### src/rtl/spi_prog_loader.sv
// SPI-slave program loader: receives a base address followed by data words over
// mode-0 SPI and turns each completed word into a memory write request.
module spi_prog_loader #(
    parameter int DATA_WIDTH = 32,
    parameter int ADDR_WIDTH = 32
) (
    input  logic                  clk_i,
    input  logic                  rst_i,
    input  logic                  spi_ss_i,
    input  logic                  spi_sclk_i,
    input  logic                  spi_mosi_i,
    output logic                  mem_req_o,
    output logic [ADDR_WIDTH-1:0] mem_addr_o,
    output logic [DATA_WIDTH-1:0] mem_wdata_o,
    input  logic                  mem_gnt_i,
    input  logic                  clr_i,
    output logic                  busy_o,
    output logic                  done_o,
    output logic                  overflow_o,
    output logic                  frame_err_o,
    output logic [15:0]           word_cnt_o
);

    localparam int MAX_W = (DATA_WIDTH > ADDR_WIDTH) ? DATA_WIDTH : ADDR_WIDTH;
    localparam int CNT_W = $clog2(MAX_W) + 1;
    localparam logic [CNT_W-1:0] CNT_ZERO  = CNT_W'(0);
    localparam logic [CNT_W-1:0] CNT_ONE   = CNT_W'(1);
    localparam logic [CNT_W-1:0] ADDR_LAST = CNT_W'(ADDR_WIDTH - 1);
    localparam logic [CNT_W-1:0] DATA_LAST = CNT_W'(DATA_WIDTH - 1);

    typedef enum logic [1:0] {
        ST_IDLE = 2'd0,
        ST_ADDR = 2'd1,
        ST_DATA = 2'd2
    } state_t;

    logic [2:0]              ss_sync_r;
    logic [2:0]              sclk_sync_r;
    logic [1:0]              mosi_sync_r;
    state_t                  state_r;
    state_t                  state_nxt_s;
    logic [MAX_W-2:0]        shift_r;
    logic [MAX_W-1:0]        shift_nxt_s;
    logic [CNT_W-1:0]        bit_cnt_r;
    logic [ADDR_WIDTH-1:0]   base_r;
    logic [ADDR_WIDTH-3:0]   word_idx_r;
    logic [15:0]             word_cnt_r;
    logic                    mem_req_r;
    logic [ADDR_WIDTH-1:0]   mem_addr_r;
    logic [DATA_WIDTH-1:0]   mem_wdata_r;
    logic                    busy_r;
    logic                    done_r;
    logic                    overflow_r;
    logic                    frame_err_r;

    logic ss_s;
    logic ss_fall_s;
    logic ss_rise_s;
    logic sclk_rise_s;
    logic mosi_s;
    logic shift_en_s;
    logic frame_end_s;
    logic frame_err_set_s;
    logic word_done_s;
    logic req_load_s;
    logic req_nxt_s;
    logic overflow_set_s;

    // Bring the asynchronous SPI pins into clk_i; third ss/sclk stage feeds edge detection
    always_ff @(posedge clk_i) begin
        if (rst_i) begin
            ss_sync_r   <= 3'b111;
            sclk_sync_r <= 3'b000;
            mosi_sync_r <= 2'b00;
        end else begin
            ss_sync_r   <= {ss_sync_r[1:0], spi_ss_i};
            sclk_sync_r <= {sclk_sync_r[1:0], spi_sclk_i};
            mosi_sync_r <= {mosi_sync_r[0], spi_mosi_i};
        end
    end

    assign ss_s        = ss_sync_r[1];
    assign ss_fall_s   = ss_sync_r[2] & ~ss_sync_r[1];
    assign ss_rise_s   = ~ss_sync_r[2] & ss_sync_r[1];
    assign sclk_rise_s = ~sclk_sync_r[2] & sclk_sync_r[1];
    assign mosi_s      = mosi_sync_r[1];

    assign shift_nxt_s     = {shift_r, mosi_s};
    assign shift_en_s      = ~ss_s & sclk_rise_s & (state_r != ST_IDLE);
    assign frame_end_s     = ss_rise_s & (state_r != ST_IDLE);
    assign frame_err_set_s = frame_end_s & ((state_r == ST_ADDR) | (bit_cnt_r != CNT_ZERO));
    assign word_done_s     = shift_en_s & (state_r == ST_DATA) & (bit_cnt_r == DATA_LAST);
    // A grant in the same cycle frees the slot, so the new word may load without overflow
    assign req_load_s      = word_done_s & (~mem_req_r | mem_gnt_i);
    assign req_nxt_s       = req_load_s | (mem_req_r & ~mem_gnt_i);
    assign overflow_set_s  = word_done_s & mem_req_r & ~mem_gnt_i;

    // Next-state selection for the frame FSM
    always_comb begin
        state_nxt_s = state_r;
        case (state_r)
            ST_IDLE: begin
                if (ss_fall_s) begin
                    state_nxt_s = ST_ADDR;
                end else begin
                    state_nxt_s = ST_IDLE;
                end
            end
            ST_ADDR: begin
                if (ss_rise_s) begin
                    state_nxt_s = ST_IDLE;
                end else if (shift_en_s && (bit_cnt_r == ADDR_LAST)) begin
                    state_nxt_s = ST_DATA;
                end else begin
                    state_nxt_s = ST_ADDR;
                end
            end
            ST_DATA: begin
                if (ss_rise_s) begin
                    state_nxt_s = ST_IDLE;
                end else begin
                    state_nxt_s = ST_DATA;
                end
            end
            default: state_nxt_s = ST_IDLE;
        endcase
    end

    // Frame FSM, shift/count datapath, write request and status registers
    always_ff @(posedge clk_i) begin
        if (rst_i) begin
            state_r     <= ST_IDLE;
            shift_r     <= '0;
            bit_cnt_r   <= CNT_ZERO;
            base_r      <= '0;
            word_idx_r  <= '0;
            word_cnt_r  <= 16'd0;
            mem_req_r   <= 1'b0;
            mem_addr_r  <= '0;
            mem_wdata_r <= '0;
            busy_r      <= 1'b0;
            done_r      <= 1'b0;
            overflow_r  <= 1'b0;
            frame_err_r <= 1'b0;
        end else begin
            state_r <= state_nxt_s;
            busy_r  <= (state_nxt_s != ST_IDLE) | req_nxt_s;
            done_r  <= frame_end_s;

            case (state_r)
                ST_IDLE: begin
                    if (ss_fall_s) begin
                        shift_r    <= '0;
                        bit_cnt_r  <= CNT_ZERO;
                        word_idx_r <= '0;
                        word_cnt_r <= 16'd0;
                    end
                end
                ST_ADDR: begin
                    if (shift_en_s) begin
                        shift_r <= shift_nxt_s[MAX_W-2:0];
                        if (bit_cnt_r == ADDR_LAST) begin
                            base_r    <= {shift_nxt_s[ADDR_WIDTH-1:2], 2'b00};
                            bit_cnt_r <= CNT_ZERO;
                        end else begin
                            bit_cnt_r <= bit_cnt_r + CNT_ONE;
                        end
                    end
                end
                ST_DATA: begin
                    if (shift_en_s) begin
                        shift_r <= shift_nxt_s[MAX_W-2:0];
                        if (bit_cnt_r == DATA_LAST) begin
                            bit_cnt_r  <= CNT_ZERO;
                            word_idx_r <= word_idx_r + (ADDR_WIDTH-2)'(1);
                            if (word_cnt_r != 16'hFFFF) begin
                                word_cnt_r <= word_cnt_r + 16'd1;
                            end
                        end else begin
                            bit_cnt_r <= bit_cnt_r + CNT_ONE;
                        end
                    end
                end
                default: begin
                    bit_cnt_r <= CNT_ZERO;
                end
            endcase

            mem_req_r <= req_nxt_s;
            if (req_load_s) begin
                mem_addr_r  <= base_r + {word_idx_r, 2'b00};
                mem_wdata_r <= shift_nxt_s[DATA_WIDTH-1:0];
            end

            if (clr_i) begin
                overflow_r  <= 1'b0;
                frame_err_r <= 1'b0;
            end else begin
                if (overflow_set_s) begin
                    overflow_r <= 1'b1;
                end
                if (frame_err_set_s) begin
                    frame_err_r <= 1'b1;
                end
            end
        end
    end

    assign mem_req_o   = mem_req_r;
    assign mem_addr_o  = mem_addr_r;
    assign mem_wdata_o = mem_wdata_r;
    assign busy_o      = busy_r;
    assign done_o      = done_r;
    assign overflow_o  = overflow_r;
    assign frame_err_o = frame_err_r;
    assign word_cnt_o  = word_cnt_r;

endmodule

### config.mk
export PLATFORM = sky130hd
export DESIGN_NAME = spi_prog_loader
export DESIGN_NICKNAME = d
export VERILOG_FILES = /design/src/rtl/spi_prog_loader.sv
export SDC_FILE = /design/constraint.sdc
export NUM_CORES = 1
export LEC_CHECK = 0
export CAP_MARGIN = 20
export CORE_ASPECT_RATIO = 1.1
export CORE_UTILIZATION = 57
export CTS_CLUSTER_SIZE = 16
export DETAILED_ROUTE_END_ITERATION = 10
export PLACE_DENSITY = 0.79
export SYNTH_ARGS = -nofsm -noshare
export SYNTH_HDL_FRONTEND = slang
export SYNTH_SLANG_ARGS = --single-unit
### constraint.sdc
create_clock -name clk_i -period 3 [get_ports clk_i]
set_input_delay 0.9 -clock clk_i [delete_from_list [all_inputs] [get_ports clk_i]]
set_output_delay 0.9 -clock clk_i [all_outputs]
set_load 0.02 [all_outputs]
==> Word-level counts from Yosys, hierarchy flattened <==
Index checks and enable logic that the tools add are counted.
{ "totals": {"reg_bits": 192, "latchBits": 0, "ramBits": 0, "rom_bits": 0, "in_bits": 7, "output_inout_bits": 85, "elab_cells": 86, "n_memories": 0} }
{ "op_classes": {"addsub": 4, "multipliers": 0, "div_mod_pow": 0, "n_lt_le_gt_ge": 0, "eq_ne": 9, "shifts": 0, "mux": 21, "n_bitwise": 22, "reduce_logical": 14} }
{ "ops": {"columns": ["operator", "n"], "rows": [
  ["$mux W30", 3],
  ["$mux W16", 4],
  ["$mux W31", 2],
  ["$pmux W31 S2", 1],
  ["$pmux W30 S2", 1],
  ["$add A32 B32 Y32", 1],
  ["$pmux W16 S2", 1],
  ["$add A30 B1 Y30 const B", 1],
  ["$mux W6", 3],
  ["$add A16 B1 Y16 const B", 1],
  ["$ne A16 B16 Y1 const B", 1],
  ["$and A1 B1 Y1", 13],
  ["$pmux W6 S2", 1],
  ["$reduce_bool A2 Y1", 4],
  ["$add A6 B1 Y6 const B", 1],
  ["$eq A6 B5 Y1 const B", 1],
  ["$mux W2", 3],
  ["$ne A2 B1 Y1 const B", 3],
  ["$pmux W2 S3", 1],
  ["$reduce_and A3 Y1", 2],
  ["$reduce_bool A6 Y1", 1],
  ["$not A1 Y1", 5],
  ["$reduce_and A5 Y1", 1],
  ["$ne A2 B2 Y1 const B", 2],
  ["9 further kinds", 13]
]} }

==> Depth between registers and ports, before layout <==
Gate-level depths: netlist (run 1).
{ "logic_depth": {"word_depth": 10, "depth_mapped": 11} }

==> Worst setup path after synthesis (run 1) <==
No wires, ideal clock.
{ "synth_timing": {"kind": "register to register", "startpoint": "register state_r[0]", "endpoint": "register word_idx_r[15]", "setup_time_ns": 0.070, "arrival_time_ns": 2.533, "path_slack_ns": 0.397, "stages_incl_launch_ff": 10, "path_buffers": 1, "synth_period_minus_slack_ns": 2.603, "path_cell_list": "dfxtp_1 -> inv_1 -> ha_1 -> or4b_4 -> o41a_4 -> nor3_2 -> nand3_2 -> buf_6 -> or3_1 -> a21oi_1"} }
{ "synth_between": {"elab_chain_cells": 4, "word_cells_on_any_way": 10, "cone_classes": "4 x eq/ne; 1 x mux; 1 x bitwise; 4 x reduce/logical"} }
{ "synth_rtl": {"columns": ["element", "line_no", "source"], "rows": [
  ["start, declared", "40", "state_t state_r;"],
  ["start signal, assigned", "146", "state_r <= state_nxt_s;"],
  ["$reduce_bool A2 Y1", "89", "assign shift_en_s = ~ss_s & sclk_rise_s & (state_r != ST_IDLE);"],
  ["$and A1 B1 Y1", "89", null],
  ["$ne A2 B2 Y1 (no source line)", null, null],
  ["$reduce_and A4 Y1 (no source line)", null, null],
  ["end signal, assigned", "175", "word_idx_r <= word_idx_r + (ADDR_WIDTH-2)'(1);"],
  ["end, declared", "46", "logic [ADDR_WIDTH-3:0] word_idx_r;"]
]} }
Parallel ways exist; a longest one is shown, timed or not.
A chain may end at the register's enable or synchronous reset.

==> Worst setup path in the final report (run 1) <==
{ "layout_timing": {"startpoint": "register state_r[0]", "endpoint": "register word_idx_r[25]"} }
Same word-level chain as after synthesis.

==> results of run 1 <==
-- worst max-delay path, stage by stage (launching register included) --
cell and delay [ns]:
dfxtp_1 0.37, inv_1 0.09, ha_1 0.25, or4b_4 0.56, o41a_4 0.51, nor2_4 0.19, nand4_1 0.25, or3_1 0.41
a21oi_1 0.17
-- worst min-delay path by stage --
stage	startpoint	to	slack, ns	depth (start not counted)
floorplan	ss_sync_r[0]	ss_sync_r[1]	0.39	1
global placement	ss_sync_r[0]	ss_sync_r[1]	0.41	1
detailed placement	ss_sync_r[0]	ss_sync_r[1]	0.42	1
CTS	ss_sync_r[0]	ss_sync_r[1]	0.43	1
global route	ss_sync_r[0]	ss_sync_r[1]	0.44	1
finish	ss_sync_r[0]	ss_sync_r[1]	0.43	1
-- state kept, by name, summed over array words and instances (netlist names) --
signal,flops
mem_wdata_o,32
shift_r,31
base_r,30
mem_addr_o,30
word_idx_r,30
word_cnt_o,16
bit_cnt_r,6
sclk_sync_r,3
ss_sync_r,3
mosi_sync_r,2
state_r,2
busy_o,1
done_o,1
frame_err_o,1
mem_req_o,1
overflow_o,1
-- stage by stage --
stage / cells / instance area, µm² / total power, W / setup TNS, ns
after global placement: 1371 / 9980 / 0.00275 / 0
after detailed placement: 1371 / 9980 / 0.00275 / 0
after floorplan: 1138 / 8950 / 0.00270 / 0
after CTS: 1403 / 10600 / 0.00496 / 0
after global routing: 1405 / 10600 / 0.00507 / -0.140
final: 1405 / 10600 / 0.00494 / 0
-- power by group through the flow --
stage               registers, W  clock network, W  logic [W]
floorplan                0.00260                 0   0.000106
global placement         0.00259                 0   0.000151
detailed placement       0.00259                 0   0.000151
CTS                      0.00254           0.00227   0.000153
global route             0.00254           0.00237   0.000169
finish                   0.00254           0.00225   0.000156
-- final cells by class --
type	count	area share
well taps	196	0.0232
clock inverters	11	0.0122
flip-flops and latches	190	0.359
repair buffers	109	0.100
inverters	25	0.00886
multi-input cells	853	0.454
clock buffers	21	0.0425
-- kinds of logic after synthesis --
group,Yosys count,share of synthesized area
multiplexers,7,0.00783
adder cells (fa/ha/maj),38,0.0540
XOR/XNOR,42,0.0411
other,1,0.000419
buffers and inverters,95,0.0421
AND/OR/NAND/NOR,504,0.266
AO/OA/AOI/OAI,260,0.163
flip-flops,190,0.425
-- layer usage --
| metal | GRT usage | up-vias | share of wire | wire length, µm |
|---|---|---|---|---|
| li1 | - | 4071 | - | - |
| met2 | 0.428 | 238 | 0.46 | 9870 |
| met4 | 0.0912 | 0 | 0.016 | 344 |
| met1 | 0.383 | 3768 | 0.48 | 10300 |
| met3 | 0.0454 | 29 | 0.051 | 1110 |
| met5 | 0 | - | 0 | 0 |
-- cell usage in the layout (no fill, tap or decap), types with 10 or more instances in the layout --
cell / n
nand2_1: 230
o21ai_0: 41
nor2b_1: 10
or3_1: 23
clkdlybuf4s50_1: 88
nor2_1: 75
inv_1: 24
ha_1: 37
nand4_1: 32
clkbuf_16: 17
xnor2_1: 22
buf_4: 19
nand3_1: 59
xor2_1: 20
dfxtp_1: 190
a21oi_1: 167
nor3_1: 20
-- synth_stat cells, types with 22 or more instances --
cell type,number,area [µm²]
a21oi_1,167,836
or3_1,23,144
dfxtp_1,190,3800
inv_1,24,90.1
nand3_1,60,300
nand4_1,32,200
clkbuf_1,61,229
nor2_1,76,285
o21ai_0,41,205
nand2_1,230,863
ha_1,37,463
xnor2_1,22,193
-- what timing repair did --
action                                  in CTS  in global routing
resized for setup                            0                  3
endpoints found under the setup margin       0                 11
buffers inserted                             0                  2
==> qor.yml, run 1 <==
pwr:
  pwr-share-clk: 0.455
  internal_power_w: 0.00383
  seqPwrFrac: 0.513
  combPwrFrac: 0.032
  p_per_area_mw_per_mm2: 467
  p_sw_w: 0.00111
  vdd_drop_max_mv: 0.407
  leakagePower_nw: 3.63
  sw_frac_of_total: 0.225
timing:
  worst_pin_slew_ns: 1.01
  layout_min_cycle_time_ns: 2.89
  finalMaxSlewViolations: 0
  max_freq_mhz: 346
  finalWorstSetupSlack_ns: 0.110
  hold_ws_ns: 0.432
  finalSetupViolations: 0
  finalHoldViolCount: 0
  finClkSkew_ns: 0.00916
  rsz0062_at_grt: "yes"
  maxSlewHeadroom: 0.324
  period_share: 0.963
worst_setup_path:
  reg2reg_to: "word_idx_r[25]"
  critPathCaptureType: "flip-flop"
  reg2reg_slack_ns: 0.11
  worstSetupEndpoint: "word_idx_r[25]"
  critPathMaxFanout: 6
  worst_setup_path_start_kind: "flip-flop"
  critPathArrivalTime_ns: 3.24
  worst-setup-path-type: "flip-flop to flip-flop"
  reg2reg_depth: 8
  crit_start: "state_r[0]"
  rr_startpoint: "state_r[0]"
  cp.required_ns: 3.35
cts:
  clock-sinks: 190
  clock_path_buffers: 2
  holdBufCountCts: 0
  clock-root-buffer: "clkbuf_16"
  clk_pin_slew_ns: 0.07
  clk_latency_ns: 0.43
  cts-buffers-inserted: 17
  cts_tree: "yes"
  ctsHtreeMaxLevel: 4
layout:
  post-route-util: 0.698
  areaGrowthSynthToFinish_pct: 18.4
  multi_input_area_mm2: 0.00480
  drive_gt1_frac: 0.0629
  seq_area_mm2: 0.00380
  diodes: 0
  layout.nets: 1241
  n_fill_cell: 1247
drt:
  wl_um: 21700
  drcViolationCount: 0
  wl_per_cell_um: 15.4
  drt_pass1_iterations: 5
  via_per_inst: 5.77
  antenna_left: 0
  vias: 8106
  drt_iter0_drc: 551
placement:
  portBuffers: 89
  dp_hpwl_um: 15000
  post-place-ws_ns: 0.164
  gp_congestion: 0.946
synthesis:
  async_flop_share: 0
  synthesis.instances: 1137
  postSynthAreaPerCell_um2: 7.87
  ys_types: 61
  ys_ff_latch: 190
  ys.flop_type: "dfxtp_1"
  synth_edf_count: 0
  syn_area_mm2: 0.00894
  synth_warnings: 0
  ys_seq_area_frac: 0.425
grt:
  grt_pass1_wl_um: 35700
  grt_max_degree: 114
  grt_usage: 0.274
  grt_pass1_vias: 7318
  antenna_found_initial: 0
  overflow: 0
floorplan:
  ios: 92
  die-area_mm2: 0.0162
  die_x_um: 121
  core_area_mm2: 0.0152
  rows: 47
  initial_core_util: 0.590
  die_h_um: 133
outcome:
  outcome: "finished, final reports clean"
hold_path:
  hp-class: "flip-flop to flip-flop"
run:
  maxCapViolations: 0
No activity file was read; power rests on OpenSTA's default activity.
==> inputs of run 2 (changes only) <==
--- a/config.mk
+++ b/config.mk
@@ -11,6 +11,7 @@
 export CTS_CLUSTER_SIZE = 16
 export DETAILED_ROUTE_END_ITERATION = 10
 export PLACE_DENSITY = 0.79
+export RECOVER_POWER = 50
 export SYNTH_ARGS = -nofsm -noshare
 export SYNTH_HDL_FRONTEND = slang
 export SYNTH_SLANG_ARGS = --single-unit
==> qor.yml, run 2 (synthesis results as in run 1) <==
grt:
  grtUsageMet2: 0.428
  grtUsageMet3: 0.0454
  grt_pass1_wl_um: 35700
  grt_use_met1: 0.383
  antenna_found_initial: 0
  grt_busiest_layer: "met2"
  overflow: 0
  grt_max_degree: 114
  grt_usage: 0.274
  grt_pass1_vias: 7318
drt:
  antenna_left: 0
  drt_pass1_iterations: 5
  vias: 8145
  drt_iter0_drc: 567
  wl_um: 21700
  wl_per_cell_um: 15.4
  via_per_inst: 5.80
  drcViolationCount: 0
floorplan:
  core_area_mm2: 0.0152
  rows: 47
  die-area_mm2: 0.0162
  initial_core_util: 0.590
  die_h_um: 133
  ios: 92
  die_x_um: 121
timing:
  worst_pin_slew_ns: 1.01
  hold_ws_ns: 0.434
  max_freq_mhz: 347
  finalMaxSlewViolations: 0
  finalSetupViolations: 0
  finalWorstSetupSlack_ns: 0.116
  rsz0062_at_grt: "yes"
  finClkSkew_ns: 0.00873
  finalHoldViolCount: 0
  layout_min_cycle_time_ns: 2.88
  maxSlewHeadroom: 0.324
  period_share: 0.961
worst_setup_path:
  critPathMaxFanout: 13
  rr_startpoint: "state_r[0]"
  path_buf_inv: 1
  cp_cell_sequence: "inv_1 > ha_1 > or4b_4 > o41a_4 > nor3_2 > nand3_4 > or3_1 > a21oi_1"
  slowest_stage: "or4b_4"
  reg2reg_slack_ns: 0.12
  worst-setup-path-type: "flip-flop to flip-flop"
  crit_family: "simple AND/OR/NAND/NOR gates"
  critical_path.max_stage_delay_ns: 0.56
  worst_setup_path_start_kind: "flip-flop"
  critPathCaptureType: "flip-flop"
  reg2reg_depth: 8
  cp.required_ns: 3.37
  critPathArrivalTime_ns: 3.26
  reg2reg_to: "word_idx_r[13]"
pwr:
  leakagePower_nw: 3.91
  vdd_drop_max_mv: 0.407
  p_per_area_mw_per_mm2: 467
cts:
  cts_tree: "yes"
  clock-sinks: 190
  holdBufCountCts: 0
  clk_pin_slew_ns: 0.07
  clk_latency_ns: 0.43
  clock-root-buffer: "clkbuf_16"
  clock_path_buffers: 2
  cts-buffers-inserted: 17
  ctsHtreeMaxLevel: 4
placement:
  post-place-ws_ns: 0.164
  place_area_mm2: 0.00998
  gp_congestion: 0.946
  portBuffers: 89
  dp_hpwl_um: 15000
hold_path:
  hold_start: "ss_sync_r[0]"
  hold_depth: 1
  hp-class: "flip-flop to flip-flop"
  holdPathEnd: "ss_sync_r[1]"
layout:
  finalInstanceArea_mm2: 0.0106
  largest_reg_flops: 32
  layout_commonest_cell: "nand2_1"
  mostFrequentLayoutCells: "nand2_1, dfxtp_1, a21oi_1"
  diodes: 0
  drive_gt1_frac: 0.0604
  layout.nets: 1241
  n_fill_cell: 1249
  areaGrowthSynthToFinish_pct: 18.2
outcome:
  outcome: "finished, final reports clean"
run:
  maxCapViolations: 0
-- run 2: cell count changes in the layout (fill, tap and decap cells not counted), sizes merged --
cell	delta
dlygate4sd3	+83
clkbuf	+4
clkdlybuf4s50	-83
buf	-4
-- run 2: how the worst max path moves through the flow --
stage	startpoint	endpoint	slack, ns	cells after the start
6_report	state_r[0]	word_idx_r[13]	0.12	8
3_3_place_gp	state_r[0]	word_idx_r[13]	0.26	8
3_5_place_dp	state_r[0]	word_idx_r[13]	0.16	8
5_1_grt	state_r[0]	word_idx_r[20]	-0.04	9
2_1_floorplan	state_r[0]	word_idx_r[15]	0.40	9
4_1_cts	state_r[0]	word_idx_r[25]	0.10	8
-- run 2: layer usage --
layer	vias up	part of all wire
li1	4075	-
met1	3803	0.48
met2	237	0.46
met3	30	0.050
met4	0	0.016
met5	-	0
-- run 2: worst register-to-register path, delay by kind of cell (launching register included) --
family	cells	cell delay [ns]
fa+ha+maj	1	0.25
flops	1	0.37
compound gates	2	0.65
buf+inv	1	0.09
simple gates	4	1.47
-- run 2: where the power goes --
| part | internal, W | total (W) | switching, W | leakage [nW] |
|---|---|---|---|---|
| Clock | 0.00126 | 0.00225 | 0.000990 | 0.279 |
| Combinational | 0.0000413 | 0.000155 | 0.000113 | 2.10 |
| Sequential | 0.00253 | 0.00254 | 0.00000749 | 1.53 |
| Total | 0.00383 | 0.00494 | 0.00111 | 3.91 |
-- run 2: area by class of cell --
| type | instances | area [µm²] | share of cell area |
|---|---|---|---|
| multi-input cells | 853 | 4800 | 0.454 |
| clock buffers | 21 | 450 | 0.0426 |
| clock inverters | 11 | 129 | 0.0122 |
| repair buffers | 109 | 1050 | 0.0993 |
| well taps | 196 | 245 | 0.0232 |
| flip-flops and latches | 190 | 3800 | 0.360 |
| inverters | 25 | 93.8 | 0.00887 |
-- run 2: timing repair --
action                                 CTS  global route
setup endpoints to repair                0            11
endpoints found under the hold margin    0             0
gates resized for setup                  0             3
setup buffers                            0             2
-- run 2: per-stage QoR --
step	instances	setup TNS [ns]	utilization	power [W]
after floorplan	1138	0	-	0.00270
after global placement	1371	0	0.658	0.00275
after detailed placement	1371	0	0.658	0.00275
after CTS	1403	0	0.696	0.00496
after global routing	1405	-0.140	0.697	0.00507
final	1405	0	0.697	0.00494
==> inputs of run 3 (changes only) <==
--- a/config.mk
+++ b/config.mk
@@ -10,6 +10,7 @@
 export CORE_UTILIZATION = 57
 export CTS_CLUSTER_SIZE = 16
 export DETAILED_ROUTE_END_ITERATION = 10
+export GPL_TIMING_DRIVEN = 0
 export PLACE_DENSITY = 0.79
 export RECOVER_POWER = 50
 export SYNTH_ARGS = -nofsm -noshare
==> qor.yml, run 3 (synthesis results as in run 1) <==
cts:
  ctsHtreeMaxLevel: 4
  cts_tree: "yes"
  clk_pin_slew_ns: 0.07
  clock-root-buffer: "clkbuf_16"
  clk_latency_ns: 0.44
  clock-sinks: 190
  cts-buffers-inserted: 17
  clock_path_buffers: 2
worst_setup_path:
  critPathCaptureType: "flip-flop"
  rr_startpoint: "state_r[0]"
  slowest_stage: "or4b_4"
  critPathMaxFanout: 8
  critical_path.max_stage_delay_ns: 0.58
  path_buf_inv: 1
  reg2reg_to: "word_idx_r[27]"
  crit_start: "state_r[0]"
  cp.depth: 8
  crit_family: "simple AND/OR/NAND/NOR gates"
  reg2reg_depth: 8
  reg2reg_slack_ns: 0.06
  cp.required_ns: 3.37
  worst_setup_path_start_kind: "flip-flop"
  critPathArrivalTime_ns: 3.31
  cp_cell_sequence: "inv_1 > ha_1 > or4b_4 > o41a_4 > nor2_4 > nand4_1 > or3_1 > a21oi_1"
  worstSetupEndpoint: "word_idx_r[27]"
  worst-setup-path-type: "flip-flop to flip-flop"
timing:
  finalSetupViolations: 0
  maxSlewHeadroom: 0.418
  finalHoldViolCount: 0
  finClkSkew_ns: 0.00691
  finalMaxSlewViolations: 0
  period_share: 0.980
  rsz0062_at_grt: "yes"
  worst_pin_slew_ns: 0.866
  max_freq_mhz: 340
  layout_min_cycle_time_ns: 2.94
grt:
  grt_usage: 0.306
  grt_pass1_wl_um: 38700
  overflow: 0
  grt_max_degree: 17
  antenna_found_initial: 0
  grt_pass1_vias: 7783
drt:
  drt_iter0_drc: 652
  antenna_left: 0
  drt_pass1_iterations: 5
  wl_um: 24500
  highest_layer: "met4"
  wl_per_cell_um: 16.8
  met1Wirelength_um: 10700
  via_per_inst: 5.81
  drcViolationCount: 0
  met2_length_um: 11400
  routed-wl-met3_um: 1720
  vias: 8476
run:
  maxCapViolations: 0
pwr:
  vdd_drop_max_mv: 0.387
  p_per_area_mw_per_mm2: 467
  leakagePower_nw: 3.94
placement:
  dp_hpwl_um: 17800
  dp.cells: 1423
  gp_congestion: 0.905
  portBuffers: 89
floorplan:
  die_x_um: 121
  die_h_um: 133
  initial_core_util: 0.590
  rows: 47
  ios: 92
  core_area_mm2: 0.0152
  die-area_mm2: 0.0162
layout:
  layout_commonest_cell: "nand2_1"
  mostFrequentLayoutCells: "nand2_1, dfxtp_1, a21oi_1"
  stdcell_count: 1458
  largest_reg_flops: 32
  drive_gt1_frac: 0.0547
  post-route-util: 0.710
  diodes: 0
  layout.nets: 1295
  areaGrowthSynthToFinish_pct: 20.4
hold_path:
  hp-class: "flip-flop to flip-flop"
  hold_depth: 1
outcome:
  outcome: "finished, final reports clean"
==> run 3: cell types whose count changed in the layout (fill, tap and decap cells not counted), sizes merged <==
cell / before / now
clkbuf: 25 / 84
buf: 17 / 11
clkdlybuf4s50: 5 / 9
dlygate4sd3: 83 / 80
inv: 28 / 25
clkinv: 4 / 5
clkinvlp: 2 / 3
==> run 3: through the flow <==
step	power [W]	setup TNS, ns	setup slack [ns]	instance area (µm²)	hold slack [ns]
floorplan	0.00270	0	0.397	8950	0.389
global placement	0.00276	-23.07	-0.357	10100	0.395
detailed placement	0.00276	-24.47	-0.336	10100	0.404
CTS	0.00502	0	0.0150	10700	0.420
global route	0.00514	-0.218	-0.0379	10800	0.457
finish	0.00502	0	0.0587	10800	0.419
==> run 3: worst min-delay path by stage <==
stage                         to    startpoint  slack (ns)
floorplan           ss_sync_r[1]  ss_sync_r[0]        0.39
global placement    ss_sync_r[1]  ss_sync_r[0]        0.40
detailed placement  ss_sync_r[1]  ss_sync_r[0]        0.40
CTS                 ss_sync_r[1]  ss_sync_r[0]        0.42
global route        ss_sync_r[1]  ss_sync_r[0]        0.46
finish              ss_sync_r[1]  ss_sync_r[0]        0.42
==> run 3: layer usage <==
layer	vias up	GRT usage
met1	3886	0.402
met4	0	0.138
met5	-	0
met2	341	0.490
li1	4185	-
met3	64	0.0522
==> run 3: repair_timing <==
item,in CTS,in global routing
gates resized for setup,3,16
setup endpoints to repair,47,55
buffers inserted,0,2
pin swaps,0,1
hold buffers,0,0
==> run 3: area by class of cell <==
class / instances / area (µm²)
clock buffers: 21 / 470
repair buffers: 93 / 916
clock inverters: 10 / 134
well taps: 196 / 245
inverters: 25 / 93.8
fillers: 1267 / 4410
plain buffers: 70 / 298
multi-input cells: 853 / 4800
flip-flops and latches: 190 / 3800
==> run 3: report_power, final <==
| part | internal, W | switching, W |
|---|---|---|
| Combinational | 0.0000443 | 0.000128 |
| Sequential | 0.00253 | 0.00000762 |
| Clock | 0.00130 | 0.00101 |
| Total | 0.00388 | 0.00115 |
